[src/rtl/mult_ctrl_pkg.sv]
// Shared types for the multiplier issue/collect controller.
// Latency: n/a (types and constants only).
// Backpressure: n/a.
//
// Contents:
//   MULT_LAT_DEFAULT  clk edges from the mult_rst fall to a valid product
//   MCTL_TAG_W        tag width carried through the operand FIFO
//   mctl_state_e      issue FSM states
//   mult_op_t         one queued operand pair with its tag
package mult_ctrl_pkg;

    localparam int MULT_LAT_DEFAULT = 17;

    // Tag bits stored per FIFO entry; the top-level TAG_W must not exceed this.
    localparam int MCTL_TAG_W = 4;

    typedef enum logic [1:0] {
        IDLE   = 2'd0,
        LAUNCH = 2'd1,
        WAIT   = 2'd2,
        HOLD   = 2'd3
    } mctl_state_e;

    typedef struct packed {
        logic [31:0]           x;
        logic [31:0]           y;
        logic [MCTL_TAG_W-1:0] tag;
    } mult_op_t;

endpackage

[src/rtl/op_fifo2.sv]
// Operand FIFO of mult_op_t entries, DEPTH deep (power of 2, >= 2).
// Latency: 1 cycle push-to-visible; rdata is the head entry, read combinationally.
// Backpressure: full_o blocks the producer; push and pop together are both honoured, even when full.
//
// Ports:
//   clk, reset      clock and asynchronous active-high reset
//   push_i/wdata_i  write an entry
//   pop_i           drop the head entry (ignored when empty)
//   rdata_o         head entry
//   full_o/empty_o  occupancy flags
module op_fifo2
    import mult_ctrl_pkg::*;
#(
    parameter int DEPTH = 2
) (
    input  logic                         clk,
    input  logic                         reset,
    input  logic                         push_i,
    input  logic [$bits(mult_op_t)-1:0]  wdata_i,
    input  logic                         pop_i,
    output logic [$bits(mult_op_t)-1:0]  rdata_o,
    output logic                         full_o,
    output logic                         empty_o
);

    localparam int PTR_W = $clog2(DEPTH);
    localparam int CNT_W = PTR_W + 1;

    mult_op_t           mem_q [DEPTH];
    logic [PTR_W-1:0]   wr_ptr_q;
    logic [PTR_W-1:0]   rd_ptr_q;
    logic [CNT_W-1:0]   cnt_q;
    logic               push_ok;
    logic               pop_ok;

    assign full_o  = (cnt_q == CNT_W'(DEPTH));
    assign empty_o = (cnt_q == '0);

    // When full, a simultaneous pop frees the slot being written this edge.
    assign push_ok = push_i && (!full_o || pop_i);
    assign pop_ok  = pop_i && !empty_o;

    assign rdata_o = mem_q[rd_ptr_q];

    // Pointers wrap naturally since DEPTH is a power of 2.
    always_ff @(posedge clk or posedge reset) begin
        if (reset) begin
            wr_ptr_q <= '0;
            rd_ptr_q <= '0;
            cnt_q    <= '0;
        end else begin
            if (push_ok) begin
                wr_ptr_q <= wr_ptr_q + PTR_W'(1);
            end
            if (pop_ok) begin
                rd_ptr_q <= rd_ptr_q + PTR_W'(1);
            end
            if (push_ok && !pop_ok) begin
                cnt_q <= cnt_q + CNT_W'(1);
            end else if (!push_ok && pop_ok) begin
                cnt_q <= cnt_q - CNT_W'(1);
            end
        end
    end

    // Storage needs no reset: occupancy is tracked by the pointers.
    always_ff @(posedge clk) begin
        if (push_ok) begin
            mem_q[wr_ptr_q] <= wdata_i;
        end
    end

endmodule

[src/rtl/mult_issue_ctrl.sv]
// Issue/collect stage for the sequential radix-4 Booth multiplier: queues operands, launches one multiply at a time.
// Latency: out_valid rises MULT_LAT+3 cycles after operand accept (MULT_LAT+2 after the popping IDLE cycle).
// Backpressure: in_ready = FIFO not full; result held in HOLD until out_ready, no issue until then.
//
// Ports:
//   clk, reset                      clock, asynchronous active-high reset
//   in_valid/in_ready/in_x/in_y/in_tag   operand pair input handshake
//   mult_x/mult_y                   operands to the multiplier, stable LAUNCH..WAIT
//   mult_rst                        registered multiplier reset/start (low while computing)
//   mult_product                    multiplier product, sampled once at the end of WAIT
//   out_valid/out_ready/out_data/out_tag  result handshake
//   out_fit32                       only when MULT_FIT32_EN is defined: out_data[63:31] all equal
module mult_issue_ctrl
    import mult_ctrl_pkg::*;
#(
    parameter int DEPTH    = 2,
    parameter int TAG_W    = MCTL_TAG_W,
    parameter int MULT_LAT = MULT_LAT_DEFAULT
) (
    input  logic             clk,
    input  logic             reset,
    input  logic             in_valid,
    output logic             in_ready,
    input  logic [31:0]      in_x,
    input  logic [31:0]      in_y,
    input  logic [TAG_W-1:0] in_tag,
    output logic [31:0]      mult_x,
    output logic [31:0]      mult_y,
    output logic             mult_rst,
    input  logic [63:0]      mult_product,
    output logic             out_valid,
    input  logic             out_ready,
    output logic [63:0]      out_data,
    output logic [TAG_W-1:0] out_tag
`ifdef MULT_FIT32_EN
    ,
    output logic             out_fit32
`endif
);

    localparam int CNT_W = $clog2(MULT_LAT + 1);

    mctl_state_e        state_q, state_d;
    logic [CNT_W-1:0]   cnt_q, cnt_d;
    logic [31:0]        mult_x_q, mult_x_d;
    logic [31:0]        mult_y_q, mult_y_d;
    logic [TAG_W-1:0]   tag_q, tag_d;
    logic               mult_rst_q, mult_rst_d;
    logic               out_valid_q, out_valid_d;
    logic [63:0]        out_data_q, out_data_d;
    logic [TAG_W-1:0]   out_tag_q, out_tag_d;
    logic               sample;

    mult_op_t           fifo_wdata;
    mult_op_t           fifo_rdata;
    logic               fifo_push;
    logic               fifo_pop;
    logic               fifo_full;
    logic               fifo_empty;

    always_comb begin
        fifo_wdata     = '0;
        fifo_wdata.x   = in_x;
        fifo_wdata.y   = in_y;
        fifo_wdata.tag = MCTL_TAG_W'(in_tag);
    end

    // in_ready uses the pre-edge count, so it stays low in a full cycle even if IDLE pops.
    assign in_ready  = !fifo_full;
    assign fifo_push = in_valid && in_ready;

    op_fifo2 #(
        .DEPTH (DEPTH)
    ) u_fifo (
        .clk     (clk),
        .reset   (reset),
        .push_i  (fifo_push),
        .wdata_i (fifo_wdata),
        .pop_i   (fifo_pop),
        .rdata_o (fifo_rdata),
        .full_o  (fifo_full),
        .empty_o (fifo_empty)
    );

    always_ff @(posedge clk or posedge reset) begin
        if (reset) begin
            state_q     <= IDLE;
            cnt_q       <= '0;
            mult_x_q    <= '0;
            mult_y_q    <= '0;
            tag_q       <= '0;
            mult_rst_q  <= 1'b1;
            out_valid_q <= 1'b0;
            out_data_q  <= '0;
            out_tag_q   <= '0;
        end else begin
            state_q     <= state_d;
            cnt_q       <= cnt_d;
            mult_x_q    <= mult_x_d;
            mult_y_q    <= mult_y_d;
            tag_q       <= tag_d;
            mult_rst_q  <= mult_rst_d;
            out_valid_q <= out_valid_d;
            out_data_q  <= out_data_d;
            out_tag_q   <= out_tag_d;
        end
    end

    always_comb begin
        state_d     = state_q;
        cnt_d       = cnt_q;
        mult_x_d    = mult_x_q;
        mult_y_d    = mult_y_q;
        tag_d       = tag_q;
        mult_rst_d  = mult_rst_q;
        out_valid_d = out_valid_q;
        out_data_d  = out_data_q;
        out_tag_d   = out_tag_q;
        fifo_pop    = 1'b0;
        sample      = 1'b0;

        case (state_q)
            IDLE: begin
                mult_rst_d = 1'b1;
                if (!fifo_empty) begin
                    fifo_pop = 1'b1;
                    mult_x_d = fifo_rdata.x;
                    mult_y_d = fifo_rdata.y;
                    tag_d    = TAG_W'(fifo_rdata.tag);
                    state_d  = LAUNCH;
                end
            end
            LAUNCH: begin
                // mult_rst is still high this cycle; it falls at this edge.
                mult_rst_d = 1'b0;
                cnt_d      = CNT_W'(MULT_LAT - 1);
                state_d    = WAIT;
            end
            WAIT: begin
                // Counting MULT_LAT-1..0 keeps mult_rst low for exactly MULT_LAT cycles,
                // so the capture edge is the MULT_LAT-th edge after the fall.
                if (cnt_q == '0) begin
                    sample      = 1'b1;
                    out_data_d  = mult_product;
                    out_tag_d   = tag_q;
                    out_valid_d = 1'b1;
                    mult_rst_d  = 1'b1;
                    state_d     = HOLD;
                end else begin
                    cnt_d = cnt_q - CNT_W'(1);
                end
            end
            HOLD: begin
                if (out_ready) begin
                    out_valid_d = 1'b0;
                    state_d     = IDLE;
                end
            end
            default: begin
                state_d = IDLE;
            end
        endcase
    end

    assign mult_x    = mult_x_q;
    assign mult_y    = mult_y_q;
    assign mult_rst  = mult_rst_q;
    assign out_valid = out_valid_q;
    assign out_data  = out_data_q;
    assign out_tag   = out_tag_q;

`ifdef MULT_FIT32_EN
    logic fit32_q;

    // Signed-32 fit: bits 63..31 are a pure sign extension.
    always_ff @(posedge clk or posedge reset) begin
        if (reset) begin
            fit32_q <= 1'b0;
        end else if (sample) begin
            fit32_q <= (&mult_product[63:31]) | ~(|mult_product[63:31]);
        end
    end

    assign out_fit32 = fit32_q;
`endif

endmodule
[config.mk]
export PLATFORM = sky130hd
export DESIGN_NAME = mult_issue_ctrl
export DESIGN_NICKNAME = d
export VERILOG_FILES = /design/src/rtl/mult_ctrl_pkg.sv /design/src/rtl/op_fifo2.sv /design/src/rtl/mult_issue_ctrl.sv
export SDC_FILE = /design/constraint.sdc
export NUM_CORES = 1
export LEC_CHECK = 0
export BUFFER_PORTS_ARGS = -buffer_cell sky130_fd_sc_hd__clkbuf_2
export CORE_ASPECT_RATIO = 0.7
export CORE_MARGIN = 4
export CORE_UTILIZATION = 55
export DETAILED_ROUTE_END_ITERATION = 7
export PLACE_DENSITY = 0.83
export SLEW_MARGIN = 20
export SYNTH_ARGS = -nofsm -noshare
export SYNTH_HDL_FRONTEND = slang
export SYNTH_SLANG_ARGS = --single-unit
[constraint.sdc]
create_clock -name clk -period 9.2 [get_ports clk]
set_clock_uncertainty 0.2 [all_clocks]
set_input_delay 1.38 -clock clk [delete_from_list [all_inputs] [get_ports clk]]
set_output_delay 1.38 -clock clk [all_outputs]
set_load 0.05 [all_outputs]
Word level (Yosys, flattened, before mapping)
Memory sizes are Yosys's and may differ from the RTL's. A register that Yosys moved wholly into a read port is not among the register bits.
Index checks and enable logic that the tools add are counted.
{"block": "word_totals", "reg_bits": 81, "ramBits": 136, "in_bits": 136, "out_inout_bits": 135, "elab_cells": 63, "memories": 1}
{"block": "op_classes", "n_addsub": 5, "eq_ne": 8, "mux": 16, "bitwise_logic": 1, "n_reduce_logical": 23}
{"name": "u_fifo.mem_q", "depth": 2, "word_bits": 68, "read_ports": 1, "rd_clocked_by_memory_dff": 1, "wr": 1, "line_no": "op_fifo2.sv:29", "rtl": "mult_op_t mem_q [DEPTH];"}
{"operator": "2-bit two-way mux", "n": 5}
{"operator": "5-bit one-hot mux with 2 select lines", "n": 1}
{"operator": "2-bit != test, second input constant", "n": 4}
{"operator": "2-bit one-hot mux with 4 select lines", "n": 1}
{"operator": "2-bit AND reduction", "n": 4}
{"operator": "2-bit equality test, second input constant", "n": 3}
{"operator": "1-bit two-way mux", "n": 6}
{"operator": "3-bit AND reduction", "n": 2}
{"operator": "2-bit nonzero test", "n": 3}
{"operator": "1-bit logical AND", "n": 5}
{"operator": "5-bit logical NOT", "n": 1}
{"operator": "5-bit two-way mux", "n": 1}
{"operator": "5-bit by 1-bit subtractor with 5-bit output, second input constant", "n": 1}
{"operator": "1-bit logical NOT", "n": 4}
{"operator": "2-bit logical NOT", "n": 2}
{"operator": "1-bit one-hot mux with 3 select lines", "n": 1}
{"operator": "3-bit nonzero test", "n": 1}
{"operator": "1-bit adder, second input constant", "n": 2}
{"operator": "2-bit by 1-bit adder with 2-bit output, second input constant", "n": 1}
{"operator": "2-bit by 1-bit equality test with 1-bit output, second input constant", "n": 1}
{"operator": "1-bit one-hot mux with 2 select lines", "n": 1}
{"operator": "2-bit by 1-bit subtractor with 2-bit output, second input constant", "n": 1}
{"operator": "1-bit logical OR", "n": 1}
{"operator": "1-bit inverter", "n": 1}

Longest topological paths before layout
{"block": "logic_depth", "ltp_word": 9, "ltp_mapped": 9, "depth_no_buf": 7}

Modules after synthesis
From an unflattened synthesis, not the netlist that was laid out.
{"block": "hier_totals", "cells_unflattened": 577, "area_unflattened_um2": 10724.0}
{"mod": "mult_issue_ctrl", "n_inst": 1, "cells_per_inst": 345, "area_per_inst_um2": 5569.1, "seq_area_each_um2": 3629.7}
{"mod": "op_fifo2", "n_inst": 1, "cells_per_inst": 232, "area_per_inst_um2": 5154.9, "seq_area_each_um2": 4184.0}

Least setup slack after synthesis
OpenSTA, ideal clock, no wires.
{"block": "synth_path", "path_type": "input port to flip-flop", "from": "input port in_valid", "to": "memory u_fifo.mem_q[0][0] (netlist name), enable pin", "setup_ns": 0.495, "arrival_time_ns": 4.335, "required_ns": 8.505, "slack_ns": 4.170, "path_stages": 2, "path_buffers": 0, "path_cell_list": "nand2_1 > nor2_1"}
{"block": "synth_via", "elab_chain_cells": 4}
{"element": "start: declaration", "line_no": "mult_issue_ctrl.sv:22", "rtl": "input logic in_valid,"}
{"element": "1-bit logical AND", "line_no": "mult_issue_ctrl.sv:70", "rtl": "assign fifo_push = in_valid && in_ready;"}
{"element": "1-bit logical AND", "line_no": "op_fifo2.sv:40", "rtl": "assign push_ok = push_i && (!full_o || pop_i);"}
{"element": "1-bit two-way mux", "line_no": "op_fifo2.sv:68", "rtl": "if (push_ok) begin"}
{"element": "1-bit two-way mux (implied by the code)", "line_no": "op_fifo2.sv:69", "rtl": "mem_q[wr_ptr_q] <= wdata_i;"}
{"element": "end: declaration", "line_no": "op_fifo2.sv:29"}
Every way passes these cells.

Worst setup path in the final report
{"block": "layout_path", "from": "register u_fifo.cnt_q[0]", "to": "output port in_ready"}
{"block": "layout_via", "elab_chain_cells": 2}
{"element": "start: declaration", "line_no": "op_fifo2.sv:32", "rtl": "logic [CNT_W-1:0] cnt_q;"}
{"element": "start signal: assignment", "line_no": "op_fifo2.sv:59", "rtl": "cnt_q <= cnt_q + CNT_W'(1);"}
{"element": "start signal: assignment", "line_no": "op_fifo2.sv:61", "rtl": "cnt_q <= cnt_q - CNT_W'(1);"}
{"element": "2-bit equality test", "line_no": "op_fifo2.sv:36", "rtl": "assign full_o = (cnt_q == CNT_W'(DEPTH));"}
{"element": "1-bit logical NOT", "line_no": "mult_issue_ctrl.sv:69", "rtl": "assign in_ready = !fifo_full;"}
{"element": "end: declaration", "line_no": "mult_issue_ctrl.sv:23", "rtl": "output logic in_ready,"}
Every way passes these cells.

==> results by group <==
Setup path
  • Crit-path cells: nand2b_1 > clkbuf_2
  • CP Capture Type: primary output
  • CP required: 7.62 ns
  • Crit path max fanout: 5
  • CP max-delay cell: dfrtp_1
  • CP arrival: 1.54 ns
  • Crit Path Category: flop to primary output
  • Startpoint Class: flop
  • Worst path max stage delay: 0.47 ns

Logic synthesis
  • Synth cell types: 31
  • Synthesized flop and latch total: 285
  • Post-Syn Nets: 789
  • Cells after Synth: 645
  • Avg Cell Area, Syn: 16.1 sq um
  • Post-Syn Area: 10400 sq um
  • Asr flop ratio synth: 0.523
  • Register area share after synthesis: 0.751
  • Post-synth EDFFs: 136
  • Primary FF master, synth: dfrtp_1
  • Yosys warnings: 0

Placed design
  • GP Congestion: 0.784
  • Number of port buffers: 270
  • Area post-placement: 12000 sq um
  • Placed instance count: 1125
  • HPWL reported at the end of detailed placement: 14100 microns
  • Pre-CTS setup slack: 6.04 ns

Clocking
  • Clk Latency, worst-skew pair: 0.53 ns
  • Setup repair bufs after CTS: 0
  • CTS tree: built
  • Cts bufs inserted: 27
  • CTS-repair resized insts: 0
  • Maximum buffer depth of the clock tree: 3
  • CTS root buf: clkbuf_16
  • Clock Sinks: 285
  • Clock transition at the registers of the reported paths: 0.06 ns
  • H-tree depth: 1
  • Hold_buf cts: 0

Finish
  • Nets: 1063
  • Post-route cell area: 13000 sq um
  • ANT cells: 0
  • Fin cells: 1176
  • Layout cells sized above 1: 0.412
  • Layout area overhead: 24.7%

Die
  • Die H: 123 microns
  • Placeable core area: 18300 sq um
  • Initial Util: 0.568
  • Top-Level Pins: 271
  • Overall die width: 172 microns
  • Die Area: 21200 sq um
  • # rows: 41

Drt
  • Total wire length: 21000 microns
  • Iteration-0 DRC Markers: 489
  • Number of iterations in the first detailed-routing pass: 4
  • Post-route ant nets: 0
  • DRC errors left: 0
  • DR vias/cell: 5.18
  • DR vias: 6089
  • Post-DR wirelength/cell: 17.8 microns

STA
  • Setup Viol. Count Final: 0
  • Tcrit/Tclk final: 0.339
  • RSZ-0062 raised after global routing: false
  • Worst slew margin: 0.346
  • Final hold vios: 0
  • Slew Viols, Final: 0
  • Worst setup margin: 6.08 ns
  • Min Tclk post-route: 3.12 ns
  • Setup TNS: 0 ns
  • Slew of the pin with the lowest slew margin: 0.981 ns
  • Max Fclk: 0.321 GHz

GRT
  • Largest net degree at the start of global routing: 87
  • Initial antenna violation count: 3
  • Total GRT Usage: 0.190
  • First-pass GRT wire length: 31600 microns
  • Vias in the first global route: 6038
  • Global route overflow: 0

Worst hold path
  • Hold Crit Class: flop to flop

Run
  • Max cap viols: 0

Status
  • Status: finished, final reports clean
-- through the flow --
step | utilization | hold slack, ns
2_1_floorplan | - | 0.244
3_3_place_gp | 0.655 | 0.261
3_5_place_dp | 0.655 | 0.259
4_1_cts | 0.707 | 0.277
6_report | 0.708 | 0.275
5_1_grt | 0.708 | 0.298
-- critical path: cells and delay by family, from the launching register on --
| kind | cells | cell delay (ns) |
|---|---|---|
| flip-flops | 1 | 0.47 |
| buffers and inverters | 1 | 0.31 |
| AND/OR/NAND/NOR | 1 | 0.24 |
-- cell families (layout without fill, tap and decap cells) --
| family | Yosys count | in the layout | synth area share |
|---|---|---|---|
| AOI/OAI and AO/OA | 80 | 80 | 0.0402 |
| xor gates and xnor gates | 5 | 5 | 0.00421 |
| adders and majority gates | 8 | 8 | 0.00962 |
| buffers and inverters | 38 | 333 | 0.0156 |
| DFF | 285 | 285 | 0.751 |
| muxes | 140 | 140 | 0.143 |
| and+or+nand+nor | 89 | 89 | 0.0361 |
-- final timing paths --
check / startpoint / endpoint / slack [ns] / depth (start not counted)
worst min register to register: tag_q[3] / tag_q[3] / 0.28 / 2
max in group asynchronous: reset / u_fifo.rd_ptr_q / 6.83 / 3
worst min-delay path: tag_q[3] / tag_q[3] / 0.28 / 2
worst max register to register: state_q[0] / out_data[53] / 6.47 / 6
min in group asynchronous: reset / out_data[28] / 0.72 / 2
worst max-delay path: u_fifo.cnt_q[0] / in_ready / 6.08 / 2
-- cell type report --
class	instances	area, sq um
sequential	285	7820
clock inverter	13	146
tap	236	295
inverter	7	31.3
clock buffer	37	807
multi-input combinational	322	2460
timing repair buffer	276	1420
fill	1250	5340
-- per-layer routing --
metal | share of wire | global-route usage | vias to the layer above
met1 | 0.42 | 0.256 | 2944
met2 | 0.47 | 0.304 | 221
met4 | 0.025 | 0.0461 | 6
met5 | 0.0017 | 0 | -
met3 | 0.090 | 0.0626 | 40
li1 | - | - | 2878
-- layout by cell type, fill, tap and decap left out, types with 2 or more instances in the layout --
| master | netlist | routed |
|---|---|---|
| clkbuf_8 | 0 | 3 |
| inv_6 | 0 | 2 |
| nand2b_1 | 3 | 3 |
| mux2i_1 | 71 | 71 |
| nand2_1 | 74 | 74 |
| inv_1 | 7 | 6 |
| xor2_1 | 2 | 2 |
| clkinv_2 | 0 | 5 |
| mux2_2 | 59 | 59 |
| a21oi_1 | 2 | 2 |
| clkinv_1 | 0 | 3 |
| clkbuf_16 | 0 | 30 |
| clkbuf_2 | 0 | 270 |
| o21ai_0 | 73 | 72 |
| clkbuf_1 | 14 | 4 |
| edfxtp_1 | 136 | 136 |
| nor2b_1 | 3 | 3 |
| xnor2_1 | 3 | 3 |
| nor2_4 | 0 | 2 |
| ha_1 | 8 | 8 |
| bufinv_16 | 0 | 3 |
| mux2_1 | 9 | 9 |
| nor2_1 | 4 | 3 |
| dfrtp_1 | 148 | 147 |
| buf_4 | 1 | 4 |
-- synth_stat cells, types with 2 or more instances --
| library cell | n | area (sq um) |
|---|---|---|
| mux2_2 | 59 | 664 |
| o21ai_0 | 73 | 365 |
| ha_1 | 8 | 100 |
| edfxtp_1 | 136 | 4080 |
| nand2b_1 | 3 | 18.8 |
| buf_2 | 13 | 65.1 |
| a21oi_1 | 2 | 10.0 |
| mux2i_1 | 71 | 711 |
| xnor2_1 | 3 | 26.3 |
| buf_1 | 3 | 11.3 |
| nor2_1 | 4 | 15.0 |
| xor2_1 | 2 | 17.5 |
| dfrtp_1 | 148 | 3700 |
| mux2_1 | 9 | 101 |
| nand2_1 | 74 | 278 |
| nor2b_1 | 3 | 18.8 |
| clkbuf_1 | 14 | 52.6 |
| inv_1 | 7 | 26.3 |
-- state kept, by name (all words and copies together) (netlist names) --
register,cells
u_fifo.mem_q,136
out_data,64
mult_x,32
mult_y,32
cnt_q,5
out_tag,4
tag_q,4
state_q,2
u_fifo.cnt_q,2
mult_rst,1
out_valid,1
u_fifo.rd_ptr_q,1
u_fifo.wr_ptr_q,1
Power is not shown: default switching activity piles up to over one toggle a cycle in this logic, so the estimate is an artifact.
